**config.mk**
```make
export PLATFORM = sky130hd
export DESIGN_NAME = mips_instr_encoder_loader
export DESIGN_NICKNAME = d
export VERILOG_FILES = /design/src/rtl/mips_instr_encoder_loader.sv
export SDC_FILE = /design/constraint.sdc
export NUM_CORES = 1
export LEC_CHECK = 0
export CAP_MARGIN = 20
export CORE_MARGIN = 2
export CORE_UTILIZATION = 44
export CTS_CLUSTER_SIZE = 30
export DETAILED_ROUTE_END_ITERATION = 12
export GPL_TIMING_DRIVEN = 0
export HOLD_SLACK_MARGIN = 0.06
export PLACE_DENSITY = 0.85
export SETUP_SLACK_MARGIN = 0.5
export SLEW_MARGIN = 20
export SYNTH_ARGS = -nofsm -noshare
export SYNTH_HDL_FRONTEND = slang
export SYNTH_SLANG_ARGS = --single-unit
```
**constraint.sdc**
```tcl
create_clock -name clk -period 2.75 [get_ports clk]
set_input_delay 0.275 -clock clk [delete_from_list [all_inputs] [get_ports clk]]
set_output_delay 0.275 -clock clk [all_outputs]
set_load 0.01 [all_outputs]
```
**src/rtl/mips_instr_encoder_loader.sv**
```systemverilog
// Purpose: encodes symbolic MIPS instruction descriptors into 32-bit words and
//          writes them one after another into instruction memory from BASE_ADDR.
// Latency: imem_we asserts the cycle after the accepting edge; throughput is one word per 2 cycles.
// Backpressure: in_ready is low during WRITE, in FULL and whenever clear is high.
// Ports:
//   clk, rst_n            core clock, asynchronous active-low reset
//   clear                 synchronous restart (index/word_count to 0, leaves FULL)
//   in_valid/in_ready     descriptor handshake; mnem/rs/rt/rd/shamt/imm16/target26 carry the descriptor
//   imem_we/addr/wdata    single-cycle IMEM write port
//   word_count, full      progress status
//   err_illegal           one-cycle pulse after an illegal mnemonic is consumed
module mips_instr_encoder_loader #(
  parameter int unsigned DEPTH     = 256,
  parameter logic [31:0] BASE_ADDR = 32'h0000_0000,
  parameter int unsigned CNT_W     = $clog2(DEPTH) + 1
) (
  input  logic             clk,
  input  logic             rst_n,
  input  logic             clear,
  input  logic             in_valid,
  output logic             in_ready,
  input  logic [4:0]       mnem,
  input  logic [4:0]       rs,
  input  logic [4:0]       rt,
  input  logic [4:0]       rd,
  input  logic [4:0]       shamt,
  input  logic [15:0]      imm16,
  input  logic [25:0]      target26,
  output logic             imem_we,
  output logic [31:0]      imem_addr,
  output logic [31:0]      imem_wdata,
  output logic [CNT_W-1:0] word_count,
  output logic             full,
  output logic             err_illegal
);

  localparam int unsigned IDX_W = $clog2(DEPTH);

  typedef enum logic [1:0] {
    S_IDLE  = 2'd0,
    S_WRITE = 2'd1,
    S_FULL  = 2'd2
  } state_t;

  state_t           state;
  logic [IDX_W-1:0] index;

  logic [31:0] enc_word;
  logic        enc_legal;
  logic [5:0]  funct;
  logic [5:0]  opcode;
  logic [4:0]  f_rs;
  logic [4:0]  f_rt;
  logic [4:0]  f_rd;
  logic [4:0]  f_sh;

  // Descriptor encoder: mnem 0..14 R-type, 15 illegal, 16..29 I-type, 30..31 J-type.
  always_comb begin
    enc_word  = 32'h0;
    enc_legal = 1'b1;
    funct     = 6'h00;
    opcode    = 6'h00;
    f_rs      = rs;
    f_rt      = rt;
    f_rd      = rd;
    f_sh      = 5'd0;
    if (mnem < 5'd15) begin
      case (mnem)
        5'd0:    funct = 6'h20;
        5'd1:    funct = 6'h21;
        5'd2:    funct = 6'h22;
        5'd3:    funct = 6'h23;
        5'd4:    funct = 6'h24;
        5'd5:    funct = 6'h25;
        5'd6:    funct = 6'h26;
        5'd7:    funct = 6'h27;
        5'd8:    funct = 6'h2A;
        5'd9:    funct = 6'h2B;
        5'd10:   funct = 6'h00;
        5'd11:   funct = 6'h02;
        5'd12:   funct = 6'h03;
        5'd13:   funct = 6'h08;
        default: funct = 6'h09;
      endcase
      // Shifts take their operand from rt and amount from shamt; rs is unused.
      if (mnem >= 5'd10 && mnem <= 5'd12) begin
        f_rs = 5'd0;
        f_sh = shamt;
      end
      if (mnem == 5'd13) begin
        f_rt = 5'd0;
        f_rd = 5'd0;
      end
      if (mnem == 5'd14) begin
        f_rt = 5'd0;
      end
      enc_word = {6'h00, f_rs, f_rt, f_rd, f_sh, funct};
    end else if (mnem == 5'd15) begin
      enc_legal = 1'b0;
    end else if (mnem < 5'd30) begin
      case (mnem)
        5'd16:   opcode = 6'h08;
        5'd17:   opcode = 6'h09;
        5'd18:   opcode = 6'h0A;
        5'd19:   opcode = 6'h0B;
        5'd20:   opcode = 6'h0C;
        5'd21:   opcode = 6'h0D;
        5'd22:   opcode = 6'h0E;
        5'd23:   opcode = 6'h0F;
        5'd24:   opcode = 6'h23;
        5'd25:   opcode = 6'h2B;
        5'd26:   opcode = 6'h20;
        5'd27:   opcode = 6'h28;
        5'd28:   opcode = 6'h04;
        default: opcode = 6'h05;
      endcase
      if (mnem == 5'd23) begin
        f_rs = 5'd0;
      end
      enc_word = {opcode, f_rs, rt, imm16};
    end else begin
      enc_word = {(mnem == 5'd30) ? 6'h02 : 6'h03, target26};
    end
  end

  // clear must suppress both the handshake and any in-flight write in its own cycle.
  assign in_ready = (state == S_IDLE) && !clear;
  assign imem_we  = (state == S_WRITE) && !clear;

  always_ff @(posedge clk or negedge rst_n) begin
    if (!rst_n) begin
      state       <= S_IDLE;
      index       <= '0;
      word_count  <= '0;
      imem_wdata  <= 32'h0;
      imem_addr   <= BASE_ADDR;
      full        <= 1'b0;
      err_illegal <= 1'b0;
    end else if (clear) begin
      state       <= S_IDLE;
      index       <= '0;
      word_count  <= '0;
      full        <= 1'b0;
      err_illegal <= 1'b0;
    end else begin
      err_illegal <= 1'b0;
      case (state)
        S_IDLE: begin
          if (in_valid) begin
            if (enc_legal) begin
              imem_wdata <= enc_word;
              // Address is latched here so it holds steady after index advances.
              imem_addr  <= BASE_ADDR + {{(30 - IDX_W){1'b0}}, index, 2'b00};
              state      <= S_WRITE;
            end else begin
              err_illegal <= 1'b1;
            end
          end
        end
        S_WRITE: begin
          index      <= index + 1'b1;
          word_count <= word_count + 1'b1;
          if (word_count == CNT_W'(DEPTH - 1)) begin
            state <= S_FULL;
            full  <= 1'b1;
          end else begin
            state <= S_IDLE;
          end
        end
        S_FULL: begin
          state <= S_FULL;
        end
        default: begin
          state <= S_IDLE;
        end
      endcase
    end
  end

endmodule

```
==> flow_summary.yaml <==
global_routing:
  grt_pass1_wl_um: 13500
  antenna_found_initial: 0
  grt_pass1_vias: 2890
  track_usage: 0.225
  grt_max_degree: 60
  grt_overflow: 0
logic_synthesis:
  ys_seq_area_frac: 0.475
  synthDominantCellAreaShare: 0.475
  async_flop_share: 1.00
  ys_warn_count: 0
  synth_flop_cell: "dfrtp_1"
  netlist_instances: 326
  netlist_top_cells_area: "dfrtp_1 47%, buf_4 5.9%, nand2_1 4.5%"
  synth_area_sq_mm: 0.00316
  yosys.area.top_type: "dfrtp_1"
  avgSynthCellArea_sq_um: 9.70
  synth_edf_count: 0
  synth.distinct_cells: 40
  ys_seq_elements: 60
timing:
  finalSetupViolCount: 0
  fmax_mhz: 471
  worstMarginPinSlew_ns: 0.664
  fin_crit_sh: 0.772
  fin_setup_tns_ns: 0
  maxSlewViolCount: 0
  rsz0062_at_grt: "false"
  final.setup_skew_ns: 0.00469
  relSlewSlack: 0.553
  period_minus_slack_ns: 2.12
  hold_viol_final: 0
floorplanning:
  die_area_sq_mm: 0.00788
  coreArea_sq_mm: 0.00687
  pin_count: 148
  start_util: 0.460
  die_width_um: 88.8
  die_y_um: 88.8
  row_count: 30
clock_tree:
  ctsResizeCount: 0
  htree_levels: 3
  cts_buffers: 9
  clock_sinks: 60
  clkLatencyLatePin_ns: 0.34
  ctsRootBufferMaster: "clkbuf_8"
  cts_tree: "yes"
  clk_path_buf_depth: 2
  clk_pin_slew_worst_paths_ns: 0.07
flow_run:
  drv_cap: 0
routing:
  num_vias: 3015
  antenna_left: 0
  drcViolationCount: 0
  drtIter0Drc: 134
  routedWlPerCell_um: 14.7
  dr.pass1.iters: 4
  routed_wirelength_um: 8620
  viasPerCell: 5.15
worst_setup_path:
  cp-endpoint: "imem_we"
  end_kind: "primary output"
  r2r_cells: 4
  path_cells: "nand2b_1 -> clkbuf_1 -> nor2_1 -> clkdlybuf4s50_1"
  critPathSlowestCell: "clkdlybuf4s50_1"
  r2r-end: "imem_wdata[25]"
  crit_type: "reg -> out"
  worstPathRequired_ns: 2.48
  cp-startpoint: "state[1]"
  cp.arrival_ns: 1.85
  reg2reg_slack_ns: 0.81
  cp_max_fo: 10
  slowest_delay_ns: 0.55
  r2r-start: "state[1]"
  critPathLaunchType: "register"
placed_design:
  port_buffers: 122
  dpl.hpwl_um: 6560
  globalplace.congestion: 0.858
outcome:
  status: "finished clean"
worst_hold_path:
  hold_path_class: "in -> async"
pwr:
  pwr_density_cell_mw_per_mm2: 520
  p_leak_nw: 2.19
  finalPower_mw: 2.53
  ir_drop_mv: 0.317
layout:
  final_nets: 559
  drive_above_1_share: 0.129
  synthToLayoutAreaGrowth_pct: 53.8
  n_antenna_cell: 0
cell type report:
cell class	count	area [sq um]
Multi-Input combinational cell	239	1450
Fill cell	507	2000
Clock buffer	11	151
Inverter	5	18.8
Timing Repair Buffer	124	1260
Clock inverter	5	83.8
Tap cell	96	120
Sequential cell	60	1500
Buffer	46	280
report_power, final:
group	internal, mW	switching (mW)
clock network	0.561	0.367
registers	0.966	0.0487
logic	0.337	0.250
synth_stat cells (6+ instances only):
cell,count
nand3_1,6
o21ai_0,25
nor2_1,18
nand2_1,38
buf_4,25
nand4_1,7
and3_1,18
mux2_2,11
a21oi_1,15
dfrtp_1,60
nor3_1,6
a221oi_1,12
xor2_1,7
xnor2_1,6
clkbuf_1,15
kinds of logic (layout without fill, tap and decap cells):
group	Yosys count	count (layout)	synth area share
compound gates	78	78	0.167
simple gates	107	107	0.170
fa+ha+maj	3	3	0.0119
xor+xnor	13	13	0.0360
buf+inv	51	191	0.0945
mux	13	13	0.0455
other cells	1	25	0.00119
flops	60	60	0.475
worst min path at each step:
stage / start / to / slack (ns) / cells past startpoint
2_1_floorplan: rst_n / err_illegal / -0.02 / 0
3_3_place_gp: imem_wdata[14] / imem_wdata[14] / 0.46 / 2
3_5_place_dp: rst_n / imem_addr[4] / 0.07 / 1
4_1_cts: rst_n / imem_addr[4] / 0.25 / 2
5_1_grt: rst_n / imem_addr[4] / 0.27 / 2
6_report: rst_n / imem_addr[4] / 0.26 / 2
layer usage:
metal / vias up / routed length (um) / GRT usage
met2: 135 / 4370 / 0.387
li1: 1437 / - / -
met5: - / 0 / 0
met4: 0 / 137 / 0.0937
met3: 13 / 735 / 0.0709
met1: 1430 / 3380 / 0.258
registers in the layout, indices dropped and copies added (netlist names):
signal / count
err_illegal: 1
index: 8
imem_addr: 8
state: 2
full: 1
word_count: 9
imem_wdata: 31
worst max-delay path, delay by kind of cell, from the launching register on:
kind,cells,cell delay [ns]
DFF,1,0.43
and+or+nand+nor,2,0.31
buffers and inverters,2,0.77
cells in the final DEF (no fill, tap or decap), types with 3 or more instances in the layout:
cell / count
clkbuf_1: 15
ha_1: 3
a221o_1: 5
xor2_1: 7
o31ai_1: 5
a22oi_1: 4
buf_4: 26
xnor2_1: 6
a32o_1: 3
a221oi_1: 12
nor2_1: 18
clkdlybuf4s50_1: 121
nand4_1: 7
mux2_2: 11
nand3_1: 6
nand2b_1: 4
and3_1: 18
a21oi_1: 15
nor3_1: 6
inv_1: 5
conb_1: 25
nor2b_1: 4
buf_2: 5
dfrtp_1: 60
o21ai_0: 25
nand2_1: 38
clkbuf_8: 11
per-stage QoR:
step / setup slack [ns] / instance area (sq um) / instances / hold WS, ns / utilization
after floorplan: 1.13 / 3250 / 350 / -0.0206 / -
after global placement: -0.461 / 4590 / 568 / 0.461 / 0.669
after detailed placement: 0.398 / 4620 / 569 / 0.0749 / 0.672
after CTS: 0.620 / 4860 / 586 / 0.251 / 0.708
after global routing: 0.503 / 4860 / 586 / 0.274 / 0.708
final: 0.627 / 4860 / 586 / 0.255 / 0.708
repair_timing:
item	CTS	global route
hold buffers	1	0
endpoints found under the hold margin	60	0
buffers inserted	0	0
No activity file was read; power rests on OpenSTA's default activity.
